$ cat src/rtl/cog_ram_pkg.sv
// Shared types and sizing for the cog RAM loader.
package cog_ram_pkg;

    typedef enum logic [1:0] {
        IDLE = 2'd0,
        LOAD = 2'd1,
        DONE = 2'd2
    } state_t;

    localparam int COG_BIT_DEPTH  = 9;
    localparam int COG_LOAD_COUNT = 496;
    localparam int HUB_AW         = 14;

endpackage

$ cat src/rtl/cog_ram_loader.sv
// Shares the single-port cog RAM between the cog and a hub-to-cog block loader.
// Idle: the cog port passes straight through. Loading: the cog is stalled and hub longs are written.
module cog_ram_loader
    import cog_ram_pkg::*;
#(
    parameter int BIT_DEPTH  = COG_BIT_DEPTH,
    parameter int LOAD_COUNT = COG_LOAD_COUNT,
    parameter int HUB_AW     = cog_ram_pkg::HUB_AW
) (
    input  logic                 clk,
    input  logic                 nres,
    input  logic                 start,
    input  logic [HUB_AW-1:0]    start_adr,
    input  logic                 abort,
    output logic                 busy,
    output logic                 done,
    output logic                 hub_req,
    output logic [HUB_AW-1:0]    hub_adr,
    input  logic                 hub_ack,
    input  logic [31:0]          hub_dat,
    input  logic                 cog_ena,
    input  logic                 cog_w,
    input  logic [BIT_DEPTH-1:0] cog_a,
    input  logic [31:0]          cog_d,
    output logic [31:0]          cog_q,
    output logic                 ram_ena,
    output logic                 ram_w,
    output logic [BIT_DEPTH-1:0] ram_a,
    output logic [31:0]          ram_d,
    input  logic [31:0]          ram_q
);

    // One extra bit so a full-depth load count is representable.
    localparam logic [BIT_DEPTH:0] LAST = (BIT_DEPTH+1)'(LOAD_COUNT - 1);

    state_t             state;
    logic [BIT_DEPTH:0] cnt;

    always_ff @(posedge clk or negedge nres) begin
        if (!nres) begin
            state   <= IDLE;
            cnt     <= '0;
            hub_adr <= '0;
            hub_req <= 1'b0;
            done    <= 1'b0;
            busy    <= 1'b0;
        end else begin
            done <= 1'b0;
            case (state)
                IDLE: begin
                    if (start) begin
                        state   <= LOAD;
                        cnt     <= '0;
                        hub_adr <= start_adr;
                        hub_req <= 1'b1;
                        busy    <= 1'b1;
                    end
                end
                LOAD: begin
                    // An ack arriving with abort is still written by the mux below.
                    if (abort) begin
                        state   <= IDLE;
                        hub_req <= 1'b0;
                        busy    <= 1'b0;
                    end else if (hub_ack) begin
                        cnt     <= cnt + 1'b1;
                        hub_adr <= hub_adr + 1'b1;
                        if (cnt == LAST) begin
                            state   <= DONE;
                            hub_req <= 1'b0;
                            busy    <= 1'b0;
                            done    <= 1'b1;
                        end
                    end
                end
                DONE:    state <= IDLE;
                default: state <= IDLE;
            endcase
        end
    end

    always_comb begin
        ram_ena = cog_ena;
        ram_w   = cog_w;
        ram_a   = cog_a;
        ram_d   = cog_d;
        if (state == LOAD) begin
            ram_ena = hub_ack;
            ram_w   = hub_ack;
            ram_a   = cnt[BIT_DEPTH-1:0];
            ram_d   = hub_dat;
        end
    end

    assign cog_q = ram_q;

endmodule
$ cat config.mk
export PLATFORM = sky130hd
export DESIGN_NAME = cog_ram_loader
export DESIGN_NICKNAME = d
export VERILOG_FILES = /design/src/rtl/cog_ram_pkg.sv /design/src/rtl/cog_ram_loader.sv
export SDC_FILE = /design/constraint.sdc
export NUM_CORES = 1
export LEC_CHECK = 0
export ABC_AREA = 1
export CELL_PAD_IN_SITES_DETAIL_PLACEMENT = 0
export CELL_PAD_IN_SITES_GLOBAL_PLACEMENT = 2
export CORE_MARGIN = 2
export CORE_UTILIZATION = 12
export DETAILED_ROUTE_END_ITERATION = 10
export PLACE_DENSITY_LB_ADDON = 0.25
export SYNTH_ARGS = -nofsm -noshare
export SYNTH_HDL_FRONTEND = slang
export SYNTH_SLANG_ARGS = --single-unit
$ cat constraint.sdc
create_clock -name clk -period 1.4 [get_ports clk]
set_input_delay 0.21 -clock clk [delete_from_list [all_inputs] [get_ports clk]]
set_output_delay 0.21 -clock clk [all_outputs]
set_load 0.005 [all_outputs]
==> results.sh <==
export IMPL_outcome="finished with violations"
export IMPL_violations="negative setup slack"
export IMPL_hold_slack_ns=0.290
export IMPL_share_of_the_yosys_chip_area_belonging_to_registers_pct=28.2
export IMPL_cts_tree="yes"
export IMPL_critical_path_startpoint_type="flip-flop"
export IMPL_route_antenna_remaining_nets=0
export IMPL_slew_headroom_pct=79.7
export IMPL_synth_async_sr_flop_share_pct=100
export IMPL_gr_usage_all_layers_pct=11.0
export IMPL_r2r_start="state[1]$_DFFE_PN0P_"
export IMPL_dieWidth_um=148
export IMPL_cts_buffers_inserted=3
export IMPL_maxCapViolations=0
export IMPL_cp_slowest_stage_delay_ns=0.43
export IMPL_clock_sink_count=28
export IMPL_report_final_setup_viol=70
export IMPL_postSynthAreaPerCell_um2=5.95
export IMPL_dr_total_vias=3383
export IMPL_report_final_hold_viol_count=0
export IMPL_cell_area_after_technology_mapping_um2=2490
export IMPL_critPathBufInv=5
export IMPL_globalRoute_totalOverflow=0
export IMPL_critical_path_cell_chain="inv_2, nand2_8, buf_12, buf_16, buf_6, nand2_2, nand2_1, buf_2"
export IMPL_place_gp_congestion=0.752
export IMPL_synth_fp_nets=546
export IMPL_num_antenna_cells=0
export IMPL_syn_to_final_growth_pct=118
export IMPL_setup_slack_ns=-0.319
export IMPL_report_final_slew_viol_count=0
export IMPL_final_cells=892
export IMPL_first_pass_iters=4
export IMPL_path_delay_family="buffers and inverters"
export IMPL_dpl_hpwl_um=8030
export IMPL_route_final_wire_length_um=12600
export IMPL_remaining_drc_errors=0
export IMPL_finalCritPeriodShare_pct=123
export IMPL_synth_flop_cell="sky130_fd_sc_hd__dfrtp_1"
export IMPL_fp_dieH_um=148
export IMPL_tightest_pin_transition_ns=0.304
export IMPL_detailedRoute_firstIterationViolations=164
export IMPL_worst_hold_path_type="in2async"
export IMPL_worstPathArrival_ns=1.51
export IMPL_numPortBuffers=153
export IMPL_route_detailed_wl_per_inst_um=14.1
export IMPL_critPathMaxFanout=7
export IMPL_place_detailed_instances=830
export IMPL_synth_enable_flop_cells=0
export IMPL_initial_utilization_pct=12.3
export IMPL_boundaryPins=218
export IMPL_slowest_stage="sky130_fd_sc_hd__dfrtp_1"
export IMPL_number_of_library_cell_types_mapped_by_synthesis=24
export IMPL_lkg_pwr_nw=2.63
export IMPL_post_drt_via_cell_ratio=3.79
export IMPL_clockRootBuffer="sky130_fd_sc_hd__clkbuf_16"
export IMPL_cts_htree_levels=1
export IMPL_core_rowCount=52
export IMPL_cts_reportedPaths_clkPinSlew_ns=0.08
export IMPL_drive_gt1_share_pct=37.8
export IMPL_placedInstanceArea_um2=4350
export IMPL_max_ir_drop_vdd_mv=0.554
export IMPL_startpoint="state[1]$_DFFE_PN0P_"
export IMPL_core_area_um2=20300
export IMPL_fmaxAchievable_ghz=0.582
export IMPL_crit_type="reg2out"
export IMPL_final_min_clock_period_ns=1.72
export IMPL_final_nets=751
export IMPL_setup_repair_after_global_routing_missed_its_margin="true"
export IMPL_cellPowerDensity_nw_per_um2=1930
export IMPL_grt_pass1_vias=3345
export IMPL_clk_insertion_delay_late_ns=0.28
export IMPL_grt_start_max_net_pins=29
export IMPL_antenna_found_initial=0
export IMPL_setup_tns_ns=-14.70
export IMPL_post_synth_inst_count=418
export IMPL_clock_tree_buffer_depth=2
export IMPL_dieArea_um2=21900
export IMPL_fin_area_um2=5420
export IMPL_crit_path_end_kind="output pin"
export IMPL_ys_ff_latch=28
export IMPL_cp_data_required_time_ns=1.19
export IMPL_grt_pass1_wl_um=18900
export IMPL_yosysWarningCount=0
export IMPL_placement_stage_worst_setup_slack_ns=-0.315
export IMPL_finClkSkew_ns=0.00462
## timing repair
action / in CTS / in global routing
gates resized for setup: 287 / 76
buffers inserted: 47 / 12
pin swaps: 14 / 19
hold buffers: 0 / 0
setup endpoints to repair: 83 / 76
cloned: 10 / 1
## logic make-up (layout without fill, tap and decap cells)
group,count (synthesis),after routing,synth area share (%)
adders and majority gates,2,2,1.01
xor gates and xnor gates,2,2,0.704
buffers and inverters,81,285,18.6
DFF,28,28,28.2
and+or+nand+nor,269,269,43.9
AOI/OAI and AO/OA,36,36,7.64
## cell usage after synthesis (3+ instances only)
master                      n  area, µm²
sky130_fd_sc_hd__nand2_1  185        694
sky130_fd_sc_hd__nor2_1    39        146
sky130_fd_sc_hd__buf_4     34        255
sky130_fd_sc_hd__inv_1     29        109
sky130_fd_sc_hd__dfrtp_1   28        701
sky130_fd_sc_hd__nand3_1   28        140
sky130_fd_sc_hd__o21ai_0   21        105
sky130_fd_sc_hd__buf_2     13       65.1
sky130_fd_sc_hd__nand4_1   10       62.6
sky130_fd_sc_hd__a21oi_1    9       45.0
sky130_fd_sc_hd__nor3_1     3       15.0
## stage by stage
| stage | total power, mW | utilization [%] |
|---|---|---|
| after global placement | 6.60 | 21.4 |
| after detailed placement | 6.55 | 21.4 |
| final | 10.5 | 26.7 |
| after CTS | 10.3 | 25.8 |
| after global routing | 11.3 | 26.7 |
| after floorplan | 3.74 | - |
## area by class of cell
type,count,area (µm²)
fill,2233,14900
timing repair buffer,250,2530
multi-input combinational,309,1630
sequential,28,706
tap,270,338
inverter,31,124
clock buffer,4,88.8
## flip-flops by register name, indices dropped and copies added (netlist names)
signal and cells:
hub_adr 14, hub_req 1, state 2, done 1, cnt 10
## final timing paths
check | endpoint | slack (ns) | depth (start not counted)
setup / recovery | ram_d[16] | -0.32 | 8
hold / removal | done$_DFF_PN0_ | 0.29 | 2
setup reg to reg | cnt[4]$_DFFE_PN0P_ | -0.23 | 8
hold reg to reg | hub_req$_DFFE_PN0P_ | 0.51 | 2
max in group asynchronous | hub_adr[8]$_DFFE_PN0P_ | 0.91 | 2
min in group clk | cog_q[10] | 0.42 | 0
## report_power, final
| group | switching, mW | leakage, nW | internal [mW] | total (mW) |
|---|---|---|---|---|
| Combinational | 3.77 | 2.24 | 4.64 | 8.41 |
| Clock | 0.338 | 0.0442 | 0.441 | 0.779 |
| Sequential | 0.187 | 0.351 | 1.09 | 1.28 |
## routing by layer
metal	vias up	global-route usage, %	routed length (µm)
met5	-	0	0
met4	0	2.29	130
met3	17	2.01	840
met2	118	19.6	6100
met1	1558	13.8	5490
li1	1690	-	-
## cell usage in the layout (no fill, tap or decap), types with 4 or more instances in the layout
cell type	count
sky130_fd_sc_hd__a21oi_1	8
sky130_fd_sc_hd__buf_12	12
sky130_fd_sc_hd__buf_16	5
sky130_fd_sc_hd__buf_2	35
sky130_fd_sc_hd__buf_4	51
sky130_fd_sc_hd__buf_6	25
sky130_fd_sc_hd__buf_8	10
sky130_fd_sc_hd__clkbuf_16	4
sky130_fd_sc_hd__clkdlybuf4s50_1	99
sky130_fd_sc_hd__dfrtp_1	24
sky130_fd_sc_hd__dfrtp_2	4
sky130_fd_sc_hd__dlygate4sd2_1	6
sky130_fd_sc_hd__dlymetal6s2s_1	5
sky130_fd_sc_hd__inv_1	28
sky130_fd_sc_hd__nand2_1	118
sky130_fd_sc_hd__nand2_2	56
sky130_fd_sc_hd__nand2_4	11
sky130_fd_sc_hd__nand3_1	28
sky130_fd_sc_hd__nand4_1	10
sky130_fd_sc_hd__nor2_1	34
sky130_fd_sc_hd__nor2_2	4
sky130_fd_sc_hd__o21ai_0	11
sky130_fd_sc_hd__o21ai_1	5
sky130_fd_sc_hd__o21ai_2	6
(Power assumes the default switching activity.)
